### config.mk
export PLATFORM = sky130hd
export DESIGN_NAME = mem_load_align
export DESIGN_NICKNAME = d
export VERILOG_FILES = /design/src/rtl/mem_load_align.sv
export SDC_FILE = /design/constraint.sdc
export NUM_CORES = 1
export LEC_CHECK = 0
export BUFFER_PORTS_ARGS = -buffer_cell sky130_fd_sc_hd__buf_2
export CAP_MARGIN = 20
export CORE_MARGIN = 4
export CORE_UTILIZATION = 49
export CTS_CLUSTER_DIAMETER = 80
export DETAILED_ROUTE_END_ITERATION = 7
export PLACE_DENSITY = 0.8
export SYNTH_ARGS = -nofsm -noshare
export SYNTH_HDL_FRONTEND = slang
export SYNTH_SLANG_ARGS = --single-unit
export TNS_END_PERCENT = 50
### constraint.sdc
create_clock -name iClk -period 2.75 [get_ports iClk]
set_clock_uncertainty 0.15 [all_clocks]
set_input_delay 0.4125 -clock iClk [delete_from_list [all_inputs] [get_ports iClk]]
set_output_delay 0.4125 -clock iClk [all_outputs]
set_load 0.005 [all_outputs]
### src/rtl/mem_load_align.sv
// Load-alignment unit: turns a byte/half/word/dword load into one or two aligned
// memory reads, then extracts, extends and returns the result over valid/ready.
module mem_load_align #(
    parameter int DATA_W          = 32,
    parameter int ADDR_W          = 32,
    parameter int ALLOW_UNALIGNED = 0
) (
    input  logic              iClk,
    input  logic              iRst_n,
    input  logic              iReqValid,
    output logic              oReqReady,
    input  logic [ADDR_W-1:0] iAddr,
    input  logic [1:0]        iSize,
    input  logic              iSigned,
    output logic              oMemRd,
    output logic [ADDR_W-1:0] oMemAddr,
    input  logic              iMemValid,
    input  logic [DATA_W-1:0] iMemRdata,
    output logic              roRespValid,
    input  logic              iRespReady,
    output logic [DATA_W-1:0] roRespData,
    output logic              roMisalign
);

    localparam int BYTES = DATA_W / 8;
    localparam int OFF_W = $clog2(BYTES);
    localparam int NB_W  = OFF_W + 2;

    typedef enum logic [2:0] {IDLE, REQ0, WAIT0, REQ1, WAIT1, RESP} state_t;

    state_t              state, state_nxt;
    logic [OFF_W-1:0]    off_q;
    logic [1:0]          size_q;
    logic                sgn_q;
    logic                cross_q;
    logic [DATA_W-1:0]   beat0_q;

    logic [NB_W-1:0]     req_off, req_nb;
    logic                req_misal, req_cross, req_illegal, req_reject;

    logic [2*DATA_W-1:0] pair;
    logic [DATA_W-1:0]   shifted, ext;
    logic                fill;
    int unsigned         keep;

    always_comb begin
        req_off     = NB_W'(iAddr[OFF_W-1:0]);
        req_nb      = NB_W'(1) << iSize;
        req_misal   = |(req_off & (req_nb - NB_W'(1)));
        req_cross   = (req_off + req_nb) > NB_W'(BYTES);
        req_illegal = (iSize == 2'b11) && (DATA_W != 64);
        req_reject  = req_illegal || (req_misal && (ALLOW_UNALIGNED == 0));
    end

    // The final beat comes straight from iMemRdata so the result registers on RESP entry.
    always_comb begin
        pair    = (state == WAIT1) ? {iMemRdata, beat0_q} : {{DATA_W{1'b0}}, iMemRdata};
        shifted = DATA_W'(pair >> {off_q, 3'b000});
        keep    = 32'd8 << size_q;
        case (size_q)
            2'd0:    fill = shifted[7];
            2'd1:    fill = shifted[15];
            2'd2:    fill = shifted[31];
            default: fill = shifted[DATA_W-1];
        endcase
        fill = fill & sgn_q;
        for (int unsigned i = 0; i < DATA_W; i++) begin
            ext[i] = (i < keep) ? shifted[i] : fill;
        end
    end

    always_comb begin
        state_nxt = state;
        oReqReady = 1'b0;
        oMemRd    = 1'b0;
        case (state)
            IDLE: begin
                oReqReady = 1'b1;
                if (iReqValid) state_nxt = req_reject ? RESP : REQ0;
            end
            REQ0: begin
                oMemRd    = 1'b1;
                state_nxt = WAIT0;
            end
            WAIT0: if (iMemValid) state_nxt = cross_q ? REQ1 : RESP;
            REQ1: begin
                oMemRd    = 1'b1;
                state_nxt = WAIT1;
            end
            WAIT1: if (iMemValid) state_nxt = RESP;
            RESP:  if (iRespReady) state_nxt = IDLE;
            default: state_nxt = IDLE;
        endcase
    end

    always_ff @(posedge iClk or negedge iRst_n) begin
        if (!iRst_n) begin
            state       <= IDLE;
            off_q       <= '0;
            size_q      <= '0;
            sgn_q       <= 1'b0;
            cross_q     <= 1'b0;
            beat0_q     <= '0;
            oMemAddr    <= '0;
            roRespValid <= 1'b0;
            roRespData  <= '0;
            roMisalign  <= 1'b0;
        end else begin
            state <= state_nxt;
            case (state)
                IDLE: if (iReqValid) begin
                    off_q    <= iAddr[OFF_W-1:0];
                    size_q   <= iSize;
                    sgn_q    <= iSigned;
                    cross_q  <= req_cross;
                    oMemAddr <= {iAddr[ADDR_W-1:OFF_W], {OFF_W{1'b0}}};
                    if (req_reject) begin
                        roRespValid <= 1'b1;
                        roRespData  <= '0;
                        roMisalign  <= 1'b1;
                    end
                end
                WAIT0: if (iMemValid) begin
                    beat0_q <= iMemRdata;
                    if (cross_q) begin
                        oMemAddr <= oMemAddr + ADDR_W'(BYTES);
                    end else begin
                        roRespValid <= 1'b1;
                        roRespData  <= ext;
                        roMisalign  <= 1'b0;
                    end
                end
                WAIT1: if (iMemValid) begin
                    roRespValid <= 1'b1;
                    roRespData  <= ext;
                    roMisalign  <= 1'b0;
                end
                RESP: if (iRespReady) begin
                    roRespValid <= 1'b0;
                    roMisalign  <= 1'b0;
                end
                default: ;
            endcase
        end
    end

endmodule
Word level (Yosys, flattened, before mapping):

Cells that the tools add are included.

* register bits after elaboration: 107
* input bits: 72
* output and inout port bits: 68
* logic and storage cells: 143

* add/subtract/negate cells: 3
* $lt $le $gt $ge: 33
* eq/ne operators: 14
* shift operators: 3
* mux-type cells: 64
* bitwise operators: 2
* reductions and logical operators: 14

Operators by type and width (number)
* 5-bit by 32-bit < comparator with 1-bit output, first input constant: 16
* 4-bit by 32-bit < comparator with 1-bit output, first input constant: 8
* 32-bit 2-to-1 mux: 8
* 3-bit by 32-bit < comparator with 1-bit output, first input constant: 4
* 32-bit one-hot mux with 3 select lines: 1
* 1-bit by 32-bit < comparator with 1-bit output, first input constant: 2
* 2-bit by 32-bit < comparator with 1-bit output, first input constant: 2
* 64-bit 2-to-1 mux: 1
* 32-bit one-hot mux with 2 select lines: 1
* 64-bit by 5-bit right shift with 32-bit output: 1
* 1-bit 2-to-1 mux: 43
* 32-bit by 3-bit adder with 32-bit output, second input constant: 1
* 4-bit by 2-bit left shift with 32-bit output, first input constant: 1
* 3-bit 2-to-1 mux: 6
* 3-bit one-hot mux with 6 select lines: 1
* 2-bit inequality test, second input constant: 7
* 1-bit one-hot mux with 4 select lines: 2
* 4-bit AND reduction: 2
* 7-bit AND reduction: 1
* 3-bit by 2-bit == test with 1-bit output, second input constant: 2
* 3-bit == test, second input constant: 2
* 6-bit AND reduction: 1
* 2-bit by 4-bit adder with 4-bit output: 1
* 2-bit by 4-bit AND with 4-bit output: 1
* 17 further kinds: 18

Logic depth before layout (Yosys ltp):

* word-level depth: 9
* depth in mapped cells: 9
* mapped depth without buffers: 8

Worst setup path after synthesis:

No wires, ideal clock.

* path type: input port to flip-flop
* start point: in iSize[1]
* end point: reg roRespValid
* setup time: 143 ps
* data arrival time: 1762 ps
* required time: 2457 ps
* setup slack: 696 ps
* cell stages on the path: 7
* path buffers: 2
* path through: or2_2 -> ha_1 -> o31ai_1 -> a21o_1 -> buf_2 -> clkbuf_1 -> o21ai_0

* longest elaborated chain between the ends: 7
* elaborated cells between the ends (all ways): 8
* classes of those cells: add/sub (1); eq/ne (2); shift (1); bitwise (1); reduce/logical (3)

Ends and longest elaborated chain
* start, declared: RTL line 13 `input logic [1:0] iSize,`
* 1-bit by 2-bit left shift with 4-bit output: RTL line 48 `req_nb = NB_W'(1) << iSize;`
* 4-bit by 1-bit subtractor with 4-bit output: RTL line 49 `req_misal = |(req_off & (req_nb - NB_W'(1)));`
* 2-bit by 4-bit AND with 4-bit output: RTL line 49
* 4-bit OR reduction: RTL line 49
* 1-bit logical OR *: RTL line 52 `req_reject = req_illegal || (req_misal && (ALLOW_UNALIGNED == 0));`
* 2-bit inequality test (no line) *
* 7-bit AND reduction (no line) *
* end signal, assigned: RTL line 105 `roRespValid <= 1'b0;`
* end signal, assigned: RTL line 118 `roRespValid <= 1'b1;`
* end signal, assigned: RTL line 128 `roRespValid <= 1'b1;`
* end, declared: RTL line 19 `output logic roRespValid,`

Mark *: on every way between the ends. The rest lies on a longest branch, timed or not.
A chain may end at the register's enable or synchronous reset.

Final worst setup path:

* start point: reg state[0]
* end point: reg roRespData[18]

* longest elaborated chain between the ends: 9
* elaborated cells between the ends (all ways): 19
* classes of those cells: eq/ne (7); shift (1); mux (7); bitwise (1); reduce/logical (3)

Ends and longest elaborated chain
* start, declared: RTL line 31 `state_t state, state_nxt;`
* start signal, assigned: RTL line 109 `state <= state_nxt;`
* 3-bit == test: RTL line 57, 110
* 64-bit 2-to-1 mux: RTL line 57 `pair = (state == WAIT1) ? {iMemRdata, beat0_q} : {{DATA_W{1'b0}}, iMemRdata};`
* 64-bit by 5-bit right shift with 32-bit output: RTL line 58 `shifted = DATA_W'(pair >> {off_q, 3'b000});`
* 1-bit one-hot mux with 2 select lines: RTL line 60 `case (size_q)`
* 1-bit AND: RTL line 66 `fill = fill & sgn_q;`
* 1-bit 2-to-1 mux: RTL line 68 `ext[i] = (i < keep) ? shifted[i] : fill;`
* 32-bit 2-to-1 mux: RTL line 125 `if (cross_q) begin`
* 32-bit 2-to-1 mux: RTL line 123 `WAIT0: if (iMemValid) begin`
* 32-bit one-hot mux with 3 select lines: RTL line 110 `case (state)`
* end signal, assigned: RTL line 129 `roRespData <= ext;`
* end signal, assigned: RTL line 135 `roRespData <= ext;`
* end, declared: RTL line 21 `output logic [DATA_W-1:0] roRespData,`

Parallel ways exist; a longest one is shown, timed or not. The select of a mux whose other input is x is not followed.

==> impl_metrics.toml <==
[finish]
multi_input_area_sq_um = 3350
seqCellArea_sq_um = 2630
fill_cells = 1086
area_growth_syn_to_layout_pct = 19.2
instances_no_fill = 959
final_nets = 857
layout-drive-gt1-share_pct = 31.2
fin_util_pct = 59.4

[setup_path]
critical_path_required_ps = 2810
critical_path.slowest_cell = "nor3b_4"
crit_chain = "nor3b_4 > buf_12 > buf_12 > mux2i_1 > nand2_1 > a31oi_1 > o21ai_0"
startpoint_type = "flip-flop"
crit_path_frequent_cell = "buf_12"
crit_type = "flip-flop to flip-flop"
ff2ff_setup_slack_ps = 320
critical_path.max_stage_delay_ps = 500
cp.arrival_ps = 2490
crit_path_end_kind = "flip-flop"
cp_max_fo = 19

[die]
die_x_um = 121
initial_core_util_pct = 49.9
die_h_um = 121
rows = 41
ios = 140
core_sq_um = 12600
design.die.area_sq_um = 14700

[synth]
avgSynthCellArea_sq_um = 9.65
syn_inst = 652
yosys_warnings = 0
synth_commonest_cells = "dfrtp_1, nand2_1, o21ai_0"
yosysTopAreaCell = "dfrtp_1"
yosysMostFrequentCell = "dfrtp_1"
ys_seq_elements = 105
ys_dominant_reg_cell = "dfrtp_1"
synth_area_sq_um = 6290
synth-edff-count = 0
synth-seq-area-share_pct = 41.8
yosysUniqueCellTypes = 58
synth_top_area_share_pct = 41.8
async_flop_share_pct = 100
yosys-top-cells-area = "dfrtp_1, mux2i_1, mux2_2"

[clock_tree]
clkSlewWorstSetupHoldPaths_ps = 70
cts_resized = 0
clk_latency_ps = 350
cts_buffer_depth = 2
cts-buffers-inserted = 9
cts_hold_buf = 0
post_cts_buffers = 0
cts_root_buf = "clkbuf_16"
clkSinkCount = 105
htreeDepth = 3
cts_tree = "done"

[global_routing]
overflow = 0
antenna_found_initial = 4
grt_pass1_wl_mm = 27.7
grt_max_degree = 106
grt.total_usage_pct = 23.3
grt_pass1_vias = 5464

[detailed_routing]
drc = 0
routed-wl-met2_mm = 7.85
routed-wl-met3_mm = 1.51
wl_per_cell_um = 17.7
dr_total_vias = 5691
highest_layer = "met5"
finalWirelength_mm = 16.9
first_pass_iters = 5
ant_nets = 0
met1_length_mm = 7.15
via_per_inst = 5.93
drt_iter0_markers = 458

[status]
violations = "negative hold slack"
status = "complete, but fails checks"

[sta]
setup_tns_ps = 0
period_minus_slack_ps = 2430
holdWs_ps = -34.0
setup_violations = 0
post-route-period-util_pct = 88.3
drv_slew = 0
rsz0062_at_grt = "false"
hold_viol = 20
worst_pin_slew_ps = 981
relSlewSlack_pct = 34.1
max_freq_ghz = 0.412

[pwr]
total_power_mw = 8.67
vdd_drop_max_uv = 616
power_density_nw_per_um2 = 1160
leakagePower_nw = 3.35

[placed_design]
io_buffer_count = 137
globalplace.congestion = 0.946
dp_cells = 942
hpwl_mm = 12.3

[hold_path]
min-delay-path-class = "primary input to asynchronous set/reset pin"

[flow_run]
max_cap_viol_count = 0
-- cells by family (layout without fill, tap and decap cells) --
logic type	count (synthesis)	count (layout)	share of synthesized area (%)
AOI/OAI and AO/OA	204	204	20.4
and+or+nand+nor	174	174	13.0
DFF	105	105	41.8
muxes	101	101	18.7
buffers and inverters	63	195	5.19
adders and majority gates	4	4	0.915
other	1	4	0.0596
-- metal layers --
| layer | GRT usage [%] | vias up |
|---|---|---|
| li1 | - | 2684 |
| met1 | 32.8 | 2715 |
| met2 | 34.9 | 247 |
| met3 | 6.20 | 41 |
| met4 | 7.84 | 4 |
| met5 | 0 | - |
-- flip-flops by register name, indices dropped and copies added, names as in the netlist --
| register | flops |
|---|---|
| beat0_q | 32 |
| roRespData | 32 |
| oMemAddr | 30 |
| state | 3 |
| off_q | 2 |
| size_q | 2 |
| cross_q | 1 |
| roMisalign | 1 |
| roRespValid | 1 |
| sgn_q | 1 |
-- placed cells by master, fill, tap and decap left out, types with 11 or more instances in the layout --
| master | instances |
|---|---|
| a21oi_1 | 39 |
| a22oi_1 | 11 |
| buf_2 | 136 |
| buf_4 | 24 |
| dfrtp_1 | 105 |
| inv_1 | 14 |
| mux2_2 | 40 |
| mux2i_1 | 52 |
| nand2_1 | 70 |
| nand3_1 | 31 |
| nor2_1 | 27 |
| o21ai_0 | 57 |
| o21ai_1 | 15 |
| o31ai_1 | 12 |
-- worst max-delay path, delay by kind of cell, from the launching register on --
| family | cells | cell delay (ps) |
|---|---|---|
| muxes | 1 | 300 |
| and+or+nand+nor | 2 | 600 |
| buffers and inverters | 2 | 400 |
| AOI/OAI and AO/OA | 2 | 420 |
| DFF | 1 | 410 |
-- stage by stage --
step	instance area (sq um)	setup WS, ps	hold WS (ps)
after detailed placement	7210	360	320
after global routing	7500	118	30.0
after floorplan	6300	696	-33.1
final	7500	321	-34.0
after CTS	7490	359	7.99
after global placement	7210	471	312
-- path summary, 6_finish.rpt --
check / startpoint / endpoint / cells past startpoint
min in group iClk: iAddr[29] / oMemAddr[29] / 3
setup reg to reg: state[0] / roRespData[18] / 7
setup / recovery: state[0] / roRespData[18] / 7
max in group asynchronous: iRst_n / oMemAddr[16] / 2
hold reg to reg: roRespData[18] / roRespData[18] / 2
hold / removal: iRst_n / roRespData[13] / 2
-- layout make-up --
type,count,share of cell area [%]
Tap cell,172,2.87
Antenna cell,2,0.0667
Inverter,15,0.751
Clock inverter,4,0.384
Multi-Input combinational cell,485,44.7
Clock buffer,11,3.37
Sequential cell,105,35.0
Timing Repair Buffer,165,12.8
-- report_power, final --
group          total (mW)  internal, mW  switching (mW)
sequential           2.84          2.26           0.584
clock                1.23         0.659           0.575
combinational        4.59          2.08            2.51
total                8.67          5.00            3.67
No activity file was read; power rests on OpenSTA's default activity.
